<file path="src/rtl/shift_reg_pkg.sv">
// Shared mode encoding for the universal shift register.
// Imported by the register top and its word counter.
package shift_reg_pkg;

  typedef logic [1:0] mode_t;

  localparam mode_t MODE_HOLD = 2'b00;
  localparam mode_t MODE_SHR  = 2'b01;
  localparam mode_t MODE_SHL  = 2'b10;
  localparam mode_t MODE_LOAD = 2'b11;

endpackage

</file>
<file path="src/rtl/shift_word_cnt.sv">
// Modulo-WIDTH shift counter with a one-cycle word_done pulse.
// restart wins over step; done is only ever a single-cycle pulse.
module shift_word_cnt
  import shift_reg_pkg::*;
#(
  parameter int WIDTH = 8,
  parameter int CW    = $clog2(WIDTH)
) (
  input  logic          clk,
  input  logic          reset,
  input  logic          restart,
  input  logic          step,
  output logic [CW-1:0] cnt,
  output logic          done
);

  localparam logic [CW-1:0] LAST = CW'(WIDTH - 1);

  logic [CW-1:0] r_cnt;
  logic          r_done;

  always_ff @(posedge clk or negedge reset) begin
    if (!reset) begin
      r_cnt  <= '0;
      r_done <= 1'b0;
    end else if (restart) begin
      r_cnt  <= '0;
      r_done <= 1'b0;
    end else if (step) begin
      if (r_cnt == LAST) begin
        r_cnt  <= '0;
        r_done <= 1'b1;
      end else begin
        r_cnt  <= r_cnt + CW'(1);
        r_done <= 1'b0;
      end
    end else begin
      r_done <= 1'b0;
    end
  end

  assign cnt  = r_cnt;
  assign done = r_done;

endmodule

</file>
<file path="src/rtl/shift_reg_universal.sv">
// WIDTH-bit universal register: hold, shift, rotate, parallel load,
// sync clear/preset and a per-word shift counter for SERDES use.
module shift_reg_universal
  import shift_reg_pkg::*;
#(
  parameter int               WIDTH      = 8,
  parameter logic [WIDTH-1:0] RESET_VAL  = '0,
  parameter logic [WIDTH-1:0] PRESET_VAL = '1,
  parameter int               CW         = $clog2(WIDTH)
) (
  input  logic             clk,
  input  logic             reset,
  input  logic             en,
  input  logic             clr,
  input  logic             preset,
  input  logic [1:0]       mode,
  input  logic             rot,
  input  logic             sin_l,
  input  logic             sin_r,
  input  logic [WIDTH-1:0] d,
  output logic [WIDTH-1:0] q,
  output logic             sout_l,
  output logic             sout_r,
  output logic [CW-1:0]    shift_cnt,
  output logic             word_done
);

  logic [WIDTH-1:0] r_q;
  logic [WIDTH-1:0] w_q_nxt;
  mode_t            w_mode;
  logic             w_shr;
  logic             w_shl;
  logic             w_load;
  logic             w_sync;
  logic             w_restart;
  logic             w_step;
  logic             w_in_r;
  logic             w_in_l;

  assign w_mode = mode_t'(mode);
  assign w_sync = clr | preset;

  assign w_shr  = en & (w_mode == MODE_SHR);
  assign w_shl  = en & (w_mode == MODE_SHL);
  assign w_load = en & (w_mode == MODE_LOAD);

  assign w_restart = w_sync | w_load;
  assign w_step    = ~w_sync & (w_shr | w_shl);

  assign w_in_r = rot ? r_q[0]       : sin_r;
  assign w_in_l = rot ? r_q[WIDTH-1] : sin_l;

  always_comb begin
    w_q_nxt = r_q;
    if (clr) begin
      w_q_nxt = '0;
    end else if (preset) begin
      w_q_nxt = PRESET_VAL;
    end else if (en) begin
      unique case (w_mode)
        MODE_HOLD: w_q_nxt = r_q;
        MODE_SHR:  w_q_nxt = {w_in_r, r_q[WIDTH-1:1]};
        MODE_SHL:  w_q_nxt = {r_q[WIDTH-2:0], w_in_l};
        MODE_LOAD: w_q_nxt = d;
        default:   w_q_nxt = r_q;
      endcase
    end
  end

  always_ff @(posedge clk or negedge reset) begin
    if (!reset) begin
      r_q <= RESET_VAL;
    end else begin
      r_q <= w_q_nxt;
    end
  end

  shift_word_cnt #(
    .WIDTH (WIDTH),
    .CW    (CW)
  ) u_cnt (
    .clk     (clk),
    .reset   (reset),
    .restart (w_restart),
    .step    (w_step),
    .cnt     (shift_cnt),
    .done    (word_done)
  );

  assign q      = r_q;
  assign sout_l = r_q[WIDTH-1];
  assign sout_r = r_q[0];

endmodule

</file>
<file path="config.mk">
export PLATFORM = sky130hd
export DESIGN_NAME = shift_reg_universal
export DESIGN_NICKNAME = d
export VERILOG_FILES = /design/src/rtl/shift_reg_pkg.sv /design/src/rtl/shift_word_cnt.sv /design/src/rtl/shift_reg_universal.sv
export SDC_FILE = /design/constraint.sdc
export NUM_CORES = 1
export LEC_CHECK = 0
export ABC_AREA = 0
export CORE_ASPECT_RATIO = 0.7
export CORE_MARGIN = 1
export CORE_UTILIZATION = 42
export DETAILED_ROUTE_END_ITERATION = 7
export PLACE_DENSITY = 0.75
export SLEW_MARGIN = 20
export SYNTH_ARGS = -nofsm -noshare
export SYNTH_HDL_FRONTEND = slang
export SYNTH_SLANG_ARGS = --single-unit
</file>
<file path="constraint.sdc">
create_clock -name clk -period 1.5 [get_ports clk]
set_input_delay 0.3 -clock clk [delete_from_list [all_inputs] [get_ports clk]]
set_output_delay 0.3 -clock clk [all_outputs]
set_load 0.005 [all_outputs]
</file>
==> summary.txt <==
Drt
  • DRC: 0
  • Pre-antenna DRT Iters: 4
  • Via/cell ratio: 5.22
  • Iter 0 DRT Violations: 8
  • DRT Wirelength: 2290 um
  • DR vias: 772
  • Post-route ant nets: 0
  • Per-cell routed wire length: 15.5 um

Setup path
  • Crit path max-delay family: buffers and inverters
  • Internal reg-to-reg setup slack: 90 ps
  • Crit end category: flop
  • R2R depth: 4
  • Setup crit start kind: primary input
  • WP data arrival: 1660 ps
  • Worst path depth: 5
  • Max stage delay cell, worst path: clkdlybuf4s50_1
  • Worst Setup Path Type: in -> reg
  • Most frequent CP cell: buf_4
  • Critical-path maximum fanout: 5
  • Worst EP required: 1670 ps
  • Worst path max stage delay: 460 ps
  • Critical path cell sequence: clkdlybuf4s50_1, buf_4, a2111oi_0, buf_4, o41ai_2
  • Buf/Inv on CP: 3

Timing
  • Worst-Margin Slew: 477 ps
  • Clk_skew: 2.22 ps
  • Final setup violation count: 0
  • Final Worst Setup Slack: 1.71 ps
  • Post-route clock period utilization: 99.9%
  • Max Transition Viols Final: 0
  • Post-route minimum period: 1500 ps
  • Fmax: 0.667 GHz
  • Slew Limit Headroom: 67.4%
  • Fin Setup TNS: 0 ps
  • Hold Fails Final Rpt: 0

Clock network
  • Clk buf depth: 2
  • CTS buffer count: 3
  • CTS tree: done
  • Htree depth: 1
  • Num Clock Sinks: 12
  • Root Buffer: clkbuf_4
  • Worst-Skew Late Latency: 280 ps
  • Clock slew at reported path FFs: 80 ps
  • Hold_buf cts: 0

GRT
  • First-pass GRT wire length: 3500 um
  • GRT overflow: 0
  • Largest net degree at the start of global routing: 13
  • Tot GR Track Use: 25.0%
  • Vias in the first global route: 737
  • Initial antenna violation count: 0

Final layout
  • Synth-to-Final Area Change: 66.2%
  • Fin area: 1360 sq um
  • Post-Layout Cell Count: 148
  • Final Net Count: 148
  • Antenna cell count: 0
  • Share of cells above drive strength 1: 34.6%

Synthesis
  • Unique masters post-synth: 30
  • Gate Count Post-Synth: 73
  • Asr flop ratio synth: 100%
  • Count leader, synth: dfrtp_1
  • Syn Std Cell Area: 821 sq um
  • Number of synthesized flops with an enable pin: 0
  • Largest cells by area after synthesis: dfrtp_1 37%, mux2_4 9.1%, mux2i_1 7.3%
  • Ys flop type: dfrtp_1
  • Commonest cells in the netlist: 12 x dfrtp_1, 7 x inv_1, 6 x a221oi_1, 6 x mux2i_1, 5 x mux2_4
  • Dominant cell type by area after synthesis: dfrtp_1
  • Register area share after synthesis: 36.6%
  • Avg Synthesized Cell Area: 11.2 sq um
  • YS warnings: 0
  • Seq cells post-synth: 12
  • Synth top area share: 36.6%
  • Syn nets: 93

Die
  • Die width: 54.8 um
  • Die Area: 2140 sq um
  • Core area: 1710 sq um
  • Ports: 32
  • Initial Util: 48.0%
  • Site Rows: 12
  • DIE HEIGHT: 39.0 um

Power and ir drop
  • VDD IR max: 0.593 mV
  • PwrDens: 687 nW/um^2
  • Static leakage: 0.770 nW

Outcome
  • Status: finished, final reports clean

Place
  • Placement Cell Area: 1210 sq um
  • Placed cell count: 133
  • GPL Wtd Cong: 0.831
  • PortBufs: 31
  • Final HPWL DP: 1590 um
  • Pre-CTS setup slack: -289 ps

Run
  • Max_cap viols: 0

Worst hold path
  • Hold WC Path Type: in -> async
==> power by group <==
| group | switching, W | internal (W) | total (W) |
|---|---|---|---|
| clock | 0.000122 | 0.000148 | 0.000269 |
| combinational | 0.000115 | 0.000191 | 0.000307 |
| sequential | 0.0000157 | 0.000345 | 0.000361 |
==> routing by layer <==
metal  routed length (um)  share of wire [%]  track usage (%)
met1                 1100                 48             32.6
met2                 1060                 46             39.5
met3                  127                5.5             9.41
met4                    0                  0             3.85
met5                    0                  0                0
==> cell usage in the layout, fill, tap and decap left out, types with 2 or more instances in the layout <==
cell type         n
mux2_4            5
nor2b_1           3
inv_1             7
clkbuf_4          3
dfrtp_1          12
clkdlybuf4s50_1  21
mux2i_1           6
a221oi_1          6
ha_1              2
buf_4            25
dlymetal6s2s_1   10
mux2_2            3
nand3_1           3
==> worst reg2reg max path, cell delays in order, from the launching register on <==
cell     delay, ps
dfrtp_1        400
ha_1           210
ha_1           290
a31o_2         230
o21a_1         180
==> repair_timing <==
| item | in CTS | in global routing |
|---|---|---|
| endpoints found under the setup margin | 9 | 19 |
| gates resized for setup | 0 | 14 |
| setup buffers | 8 | 3 |
| gates cloned | 0 | 0 |
==> registers in the layout, indices dropped and copies added, names as in the netlist <==
register    cells
q               8
u_cnt.cnt       3
u_cnt.done      1
==> logic make-up (layout without fill, tap and decap cells) <==
family / after synthesis / in the layout / synth area share, %
and+or+nand+nor: 14 / 14 / 10.8
DFF: 12 / 12 / 36.6
AOI/OAI and AO/OA: 17 / 17 / 18.1
xor gates and xnor gates: 1 / 1 / 1.07
adders and majority gates: 2 / 2 / 3.05
muxes: 14 / 14 / 20.6
buffers and inverters: 13 / 67 / 9.76
==> stage by stage <==
step | hold slack [ps] | total power [W] | utilization (%)
after floorplan | 4.41 | 0.000487 | -
after global placement | 527 | 0.000631 | 70.6
after detailed placement | 526 | 0.000635 | 70.6
after CTS | 309 | 0.000935 | 76.2
after global routing | 321 | 0.000985 | 79.7
final | 308 | 0.000936 | 79.7
==> layout make-up <==
type,count,area [sq um]
Multi-Input combinational cell,48,452
Fill cell,121,348
Sequential cell,12,300
Tap cell,21,26.3
Clock buffer,4,36.3
Timing Repair Buffer,56,523
Inverter,7,26.3
==> worst paths after layout <==
| kind | end | start |
|---|---|---|
| worst min-delay path | u_cnt.done$_DFF_PN0_ | reset |
| worst min register to register | u_cnt.cnt[1]$_DFFE_PN0P_ | u_cnt.cnt[1]$_DFFE_PN0P_ |
| max in group asynchronous | u_cnt.cnt[2]$_DFFE_PN0P_ | reset |
| min in group clk | u_cnt.cnt[1]$_DFFE_PN0P_ | u_cnt.cnt[1]$_DFFE_PN0P_ |
| worst max register to register | u_cnt.cnt[2]$_DFFE_PN0P_ | u_cnt.cnt[0]$_DFFE_PN0P_ |
| worst max-delay path | q[7]$_DFFE_PN0P_ | mode[1] |
(Power assumes the default switching activity.)
